[src/rtl/ysyx_22040931_bpu.sv]
// IF-stage branch predictor: direct-mapped BTB with 2-bit saturating counters,
// combinational lookup on the fetch PC, trained by ID-stage branch resolution.
module ysyx_22040931_bpu #(
    parameter int IDX_W = 4,
    parameter int TAG_W = 10,
    parameter int PC_W  = 64
) (
    input  logic            clock,
    input  logic            reset,
    input  logic [PC_W-1:0] if_pc,
    output logic            pre_jump,
    output logic [PC_W-1:0] pre_branch,
    input  logic            upd_valid,
    input  logic [PC_W-1:0] upd_pc,
    input  logic [1:0]      upd_jumptype,
    input  logic            upd_taken,
    input  logic [PC_W-1:0] upd_target,
    input  logic            upd_error,
    output logic [31:0]     pred_total,
    output logic [31:0]     pred_correct
);

    localparam int unsigned N = 1 << IDX_W;

    typedef enum logic [1:0] {
        JT_NONE = 2'b00,
        JT_B    = 2'b01,
        JT_JAL  = 2'b10,
        JT_JALR = 2'b11
    } jt_e;

    logic [N-1:0]      r_valid;
    logic [TAG_W-1:0]  r_tag    [N];
    logic [PC_W-1:0]   r_target [N];
    logic [1:0]        r_type   [N];
    logic [1:0]        r_ctr    [N];
    logic [31:0]       r_total;
    logic [31:0]       r_correct;

    logic [IDX_W-1:0]  w_if_idx;
    logic [TAG_W-1:0]  w_if_tag;
    logic              w_if_hit;
    logic [IDX_W-1:0]  w_upd_idx;
    logic [TAG_W-1:0]  w_upd_tag;
    logic              w_upd_hit;
    logic              w_upd_cf;
    logic [1:0]        w_ctr_inc;
    logic [1:0]        w_ctr_dec;

    assign w_if_idx  = if_pc[IDX_W+1:2];
    assign w_if_tag  = if_pc[IDX_W+TAG_W+1:IDX_W+2];
    assign w_upd_idx = upd_pc[IDX_W+1:2];
    assign w_upd_tag = upd_pc[IDX_W+TAG_W+1:IDX_W+2];
    assign w_upd_cf  = (upd_jumptype != JT_NONE);

    // Lookup reads the registered table only, so a same-cycle update is not bypassed.
    always_comb begin
        w_if_hit   = r_valid[w_if_idx] && (r_tag[w_if_idx] == w_if_tag);
        pre_jump   = w_if_hit && ((r_type[w_if_idx] != JT_B) || r_ctr[w_if_idx][1]);
        pre_branch = pre_jump ? r_target[w_if_idx] : '0;
    end

    always_comb begin
        w_upd_hit = r_valid[w_upd_idx] && (r_tag[w_upd_idx] == w_upd_tag);
        w_ctr_inc = (r_ctr[w_upd_idx] == 2'b11) ? 2'b11 : r_ctr[w_upd_idx] + 2'b01;
        w_ctr_dec = (r_ctr[w_upd_idx] == 2'b00) ? 2'b00 : r_ctr[w_upd_idx] - 2'b01;
    end

    always_ff @(posedge clock or negedge reset) begin
        if (!reset) begin
            r_valid   <= '0;
            r_total   <= '0;
            r_correct <= '0;
            for (int unsigned i = 0; i < N; i++) begin
                r_tag[i]    <= '0;
                r_target[i] <= '0;
                r_type[i]   <= '0;
                r_ctr[i]    <= 2'b01;
            end
        end else if (upd_valid) begin
            if (w_upd_cf) begin
                r_total <= r_total + 32'd1;
                if (!upd_error)
                    r_correct <= r_correct + 32'd1;
                if (w_upd_hit) begin
                    if (upd_jumptype == JT_B)
                        r_ctr[w_upd_idx] <= upd_taken ? w_ctr_inc : w_ctr_dec;
                    else
                        r_ctr[w_upd_idx] <= 2'b11;
                    if (upd_taken)
                        r_target[w_upd_idx] <= upd_target;
                    r_type[w_upd_idx] <= upd_jumptype;
                end else if (upd_taken) begin
                    // Allocation overwrites whatever alias occupies the slot.
                    r_valid[w_upd_idx]  <= 1'b1;
                    r_tag[w_upd_idx]    <= w_upd_tag;
                    r_target[w_upd_idx] <= upd_target;
                    r_type[w_upd_idx]   <= upd_jumptype;
                    r_ctr[w_upd_idx]    <= (upd_jumptype == JT_B) ? 2'b10 : 2'b11;
                end
            end else if (w_upd_hit && upd_error) begin
                // A non-branch that was predicted taken means the entry is a stale alias.
                r_valid[w_upd_idx] <= 1'b0;
            end
        end
    end

    assign pred_total   = r_total;
    assign pred_correct = r_correct;

endmodule

[config.mk]
export PLATFORM = sky130hd
export DESIGN_NAME = ysyx_22040931_bpu
export DESIGN_NICKNAME = d
export VERILOG_FILES = /design/src/rtl/ysyx_22040931_bpu.sv
export SDC_FILE = /design/constraint.sdc
export NUM_CORES = 2
export LEC_CHECK = 0
export CAP_MARGIN = 20
export CORE_MARGIN = 4
export CORE_UTILIZATION = 41
export CTS_BUF_LIST = sky130_fd_sc_hd__clkbuf_8
export CTS_CLUSTER_SIZE = 24
export DETAILED_ROUTE_END_ITERATION = 6
export RECOVER_POWER = 100
export SYNTH_ARGS = -nofsm -noshare
export SYNTH_HDL_FRONTEND = slang
export SYNTH_SLANG_ARGS = --single-unit
[constraint.sdc]
create_clock -name clock -period 2.9 [get_ports clock]
set_input_delay 0.29 -clock clock [delete_from_list [all_inputs] [get_ports clock]]
set_output_delay 0.29 -clock clock [all_outputs]
set_load 0.02 [all_outputs]
Yosys cells after proc, flatten, opt, wreduce, memory -nomap -nowiden
Index checks and enable logic that the tools add are counted.
{"block": "totals", "reg_bits": 1328, "inputBits": 199, "word_cells": 158, "output_inout_bits": 129}
{"block": "op_classes", "add_sub_neg": 4, "reduce_logical": 17, "order_cmp": 6, "n_eq_ne": 7, "muxes": 49, "n_bitwise": 8}
{"cell": "1024-bit bitwise mux", "count": 1}
{"cell": "64-bit binary-select mux with 4-bit select", "count": 1}
{"cell": "64-bit demux with 4-bit select", "count": 1}
{"cell": "64-bit 2-to-1 mux", "count": 4}
{"cell": "160-bit bitwise mux", "count": 1}
{"cell": "32-bit 2-to-1 mux", "count": 5}
{"cell": "32-bit bitwise mux", "count": 3}
{"cell": "10-bit binary-select mux with 4-bit select", "count": 2}
{"cell": "32-bit by 1-bit adder with 32-bit output, second input constant", "count": 2}
{"cell": "16-bit 2-to-1 mux", "count": 4}
{"cell": "10-bit 2-to-1 mux", "count": 5}
{"cell": "10-bit demux with 4-bit select", "count": 1}
{"cell": "32-bit OR", "count": 1}
{"cell": "2-bit binary-select mux with 4-bit select", "count": 3}
{"cell": "10-bit equality test", "count": 2}
{"cell": "2-bit 2-to-1 mux", "count": 10}
{"cell": "16-bit AND", "count": 1}
{"cell": "16-bit NOT", "count": 1}
{"cell": "16-bit OR", "count": 1}
{"cell": "5-bit greater-or-equal comparator, second input constant", "count": 2}
{"cell": "4-bit by 5-bit < comparator with 1-bit output, second input constant", "count": 2}
{"cell": "4-bit NOT with 5-bit output", "count": 2}
{"cell": "3-bit AND reduction", "count": 3}
{"cell": "1-bit binary-select mux with 4-bit select", "count": 2}
{"cell": "other kinds (18)", "count": 31}

Longest topological paths before layout
{"block": "depth", "word_depth": 10, "depth_mapped": 13, "depth_no_buf": 8}

Least setup slack after synthesis
OpenSTA, ideal clock, no wires.
{"block": "synth_path", "path_kind": "input -> output", "start": "input if_pc[2]", "end": "output pre_branch[10]", "arrival_ps": 3135, "t_required_ps": 2610, "cell_stages": 10, "slack_ps": -525, "n_path_buf": 4, "path_cell_list": "buf_2 buf_2 mux4_2 mux4_2 xnor2_1 nand4_1 or3_1 buf_2 clkbuf_1 nor2b_1"}
{"block": "synth_via", "elab_chain_cells": 8, "word_cells_on_any_way": 21, "classes_between": "eq/ne: 2; mux: 15; bitwise: 1; reduce/logical: 3"}
{"element": "from (decl)", "line_no": "10", "text": "input logic [PC_W-1:0] if_pc,"}
{"element": "4-bit NOT with 5-bit output (implied by the code)", "line_no": "58, 59, 60"}
{"element": "10-bit binary-select mux with 4-bit select / 2-bit binary-select mux with 4-bit select (equally long branches)", "line_no": "58, 59"}
{"element": "10-bit 2-to-1 mux (implied by the code) / 2-bit 2-to-1 mux (equally long branches) (2 in series)", "line_no": "58, 59"}
{"element": "10-bit equality test / 2-bit by 1-bit inequality test with 1-bit output (equally long branches)", "line_no": "58, 59"}
{"element": "1-bit logical AND / 1-bit logical OR (equally long branches)", "line_no": "58, 59"}
{"element": "1-bit logical AND", "line_no": "59", "text": "pre_jump = w_if_hit && ((r_type[w_if_idx] != JT_B) || r_ctr[w_if_idx][1]);"}
{"element": "64-bit 2-to-1 mux (*)", "line_no": "60", "text": "pre_branch = pre_jump ? r_target[w_if_idx] : '0;"}
{"element": "to (decl)", "line_no": "12", "text": "output logic [PC_W-1:0] pre_branch,"}
Mark *: on every way between the ends. The rest lies on a longest branch, timed or not. The select of a mux whose other input is x is not followed.

Worst setup path after layout
{"block": "layout_path", "start": "register r_tag[11] in the netlist's numbering", "end": "output pre_branch[63]"}
{"block": "layout_via", "elab_chain_cells": 7}
{"element": "from (decl)", "line_no": "33", "text": "logic [TAG_W-1:0] r_tag [N];"}
{"element": "from (signal, indexed assignment)", "line_no": "96", "text": "r_tag[w_upd_idx] <= w_upd_tag;"}
{"element": "10-bit binary-select mux with 4-bit select", "line_no": "58", "text": "w_if_hit = r_valid[w_if_idx] && (r_tag[w_if_idx] == w_if_tag);"}
{"element": "10-bit 2-to-1 mux (implied by the code) (2 in series)", "line_no": "58"}
{"element": "10-bit equality test", "line_no": "58"}
{"element": "1-bit logical AND", "line_no": "58"}
{"element": "1-bit logical AND", "line_no": "59"}
{"element": "64-bit 2-to-1 mux", "line_no": "60"}
No other way between the ends. The select of a mux whose other input is x is not followed.

==> results.cfg <==
[clock_tree]
cts_tree = done
clock_latency_ps = 960
path_clk_slew_ps = 50
numCtsBuffers = 225
cts_max_level = 4
cts-root-buf = clkbuf_8
clock_path_buffers = 3
cts.sinks = 1328

[pwr]
p_per_area_nw_per_um2 = 639
irDropWorstVdd_v = 0.000411
leakage_nw = 34.8

[setup_path]
worst_ep_arrival_time_ps = 3890
setup.worst_path.class = reg -> out
critPathLaunchType = flop
cpMaxStageDelayCell = mux4_2
r2r_slack_ps = -730
crit_buf_inv = 4
reg2reg_depth = 15
endpoint_kind = output pin
crit_required_ps = 2610
worstReg2RegEnd = r_type[11]$_DFFE_PN0P_
path_cells = mux4_2, mux4_2, xnor2_2, nand4_1, or3_4, buf_12, buf_16, nor2b_4, buf_8, buf_8
cpPeakStageDelay_ps = 530
timing.rr.start = r_tag[128]$_DFFE_PN0P_
crit_fanout = 7
crit_family = multiplexers

[timing]
tns_ps = -398530
hold_viol_final = 0
layout_setup_ws_ps = -1280
timing.slew.headroom = -0.777
rsz0062_at_grt = true
fin_crit_sh = 1.44
maxSlewViolCount = 72
min_period_ps = 4180
finalSetupViolations = 868
tightest_slew_ps = 2670
max_freq_ghz = 0.239
fin_skew_ps = 30.7
hold-worst-slack_ps = 116

[final_layout]
register_area_um2 = 33300
stdcell_count = 6668
multi_input_area_um2 = 28600
stdcell_area_um2 = 76900
nFillCells = 12700
layout-drive-gt1-share = 0.560
final_net_count = 4673
synthToLayoutAreaGrowth_pct = 24.7

[floorplan]
io_pins = 328
fp.coreArea_um2 = 150000
initial_core_util = 0.412
fp-row-count = 142
die-area_um2 = 157000
chipWidth_um = 396
die_h_um = 396

[yosys]
ys_warn_count = 0
synth_seq_area_share = 0.539
synth-main-ff-cell = dfrtp_1
yosys-top-cells-count = dfrtp_1, mux2_2, mux4_2, clkbuf_1, nand2_1
async_flop_share = 1.00
yosysTopAreaCell = dfrtp_1
yosysMostFrequentCell = dfrtp_1
synth_cell_types = 47
syn_area_um2 = 61700
synth_nets = 4085
synthTopCellsByArea = dfrtp_1, mux2_2, mux4_2, clkbuf_1, xnor2_1
synth_cells = 3884
synth_edf_count = 0
yosysTopAreaCellShare = 0.532
postSynthAreaPerCell_um2 = 15.9
ys_ff_latch = 1328

[detailed_routing]
drt_iter0_markers = 2281
vias_per_cell = 5.57
dr.pass1.iters = 5
wl_per_cell_um = 25.7
ant_nets = 0
wl_mm = 171
remaining_drc_errors = 0
num_vias = 37100

[min_path]
min_to = r_tag[147]$_DFFE_PN0P_
hold_path.startpoint = upd_pc[13]
hp-class = in -> reg
hold_depth = 2

[place]
port_buffers = 227
place.gp.congestion = 0.818
place_area_um2 = 70100
place_inst = 6185
dp_hpwl_mm = 101

[global_route]
grt_first_pass_wirelength_mm = 261
antenna_found_initial = 15
grt_usage = 0.220
grt_pass1_vias = 39900
overflow = 0
grt_max_degree = 111

[run_status]
status = complete, but fails checks
violations = max-capacitance violations, max-slew violations, negative setup slack

[flow_run]
max_cap_violations = 3
-- stage by stage --
step / util / setup slack [ps] / power, W
finish: 0.514 / -1280 / 0.0491
global route: 0.514 / -1430 / 0.0516
CTS: 0.513 / -1410 / 0.0498
detailed placement: 0.469 / -1320 / 0.0323
global placement: 0.469 / -1320 / 0.0321
floorplan: - / -29.1 / 0.0291
-- registers in the layout, indices dropped and copies added (netlist names), named ones only --
register,flops
r_target,1024
r_tag,160
pred_correct,32
r_type,32
pred_total,32
r_ctr,32
-- layout by cell type, fill, tap and decap left out, types with 35 or more instances in the layout --
cell type,instances
nor2b_4,63
nand2_1,71
xnor2_1,50
clkdlybuf4s50_1,88
mux2_4,174
clkbuf_8,280
nor2_1,36
dfrtp_1,1312
mux2_2,1035
dlygate4sd3_1,68
buf_6,71
buf_4,268
inv_1,117
buf_12,122
xor2_1,36
clkbuf_1,35
mux4_2,427
-- where the power goes --
part           internal [W]  total, W  switching, W
clock               0.00894    0.0168       0.00784
combinational       0.00562   0.00886       0.00325
sequential           0.0218    0.0235       0.00173
-- area by class of cell --
class | instances | area share
multi-input combinational | 2185 | 0.373
clock buffer | 279 | 0.0500
sequential | 1328 | 0.433
antenna | 5 | 0.000163
timing repair buffer | 707 | 0.102
clock inverter | 123 | 0.00882
tap | 2016 | 0.0328
inverter | 25 | 0.00122
-- worst max path at each step --
stage | from | cells past startpoint | end
2_1_floorplan | if_pc[2] | 10 | pre_branch[10]
3_3_place_gp | if_pc[2] | 11 | pre_branch[29]
5_1_grt | r_tag[131]$_DFFE_PN0P_ | 10 | pre_branch[63]
3_5_place_dp | if_pc[2] | 11 | pre_branch[29]
6_report | r_tag[11]$_DFFE_PN0P_ | 10 | pre_branch[63]
4_1_cts | r_tag[94]$_DFFE_PN0P_ | 10 | pre_branch[63]
-- routing by layer --
metal / vias up / GRT usage / wire [µm]
met5: - / 0 / 34
met1: 20200 / 0.311 / 77900
li1: 15800 / - / -
met2: 902 / 0.353 / 82000
met4: 6 / 0.0579 / 3460
met3: 236 / 0.0405 / 7940
-- cells by family after synthesis --
family	share of synthesized area
xor+xnor	0.0126
simple gates	0.0252
flops	0.539
compound gates	0.0161
fa+ha+maj	0.000406
mux	0.382
buf+inv	0.0242
-- repair_timing --
item                                    in CTS  in global routing
hold endpoints to repair                  1257                  0
cloned                                      20                  3
hold buffers                                 3                  0
buffers inserted                            35                 23
pin swaps                                   18                 10
resized for setup                          624                 84
endpoints found under the setup margin     295                305
(Power assumes the default switching activity.)
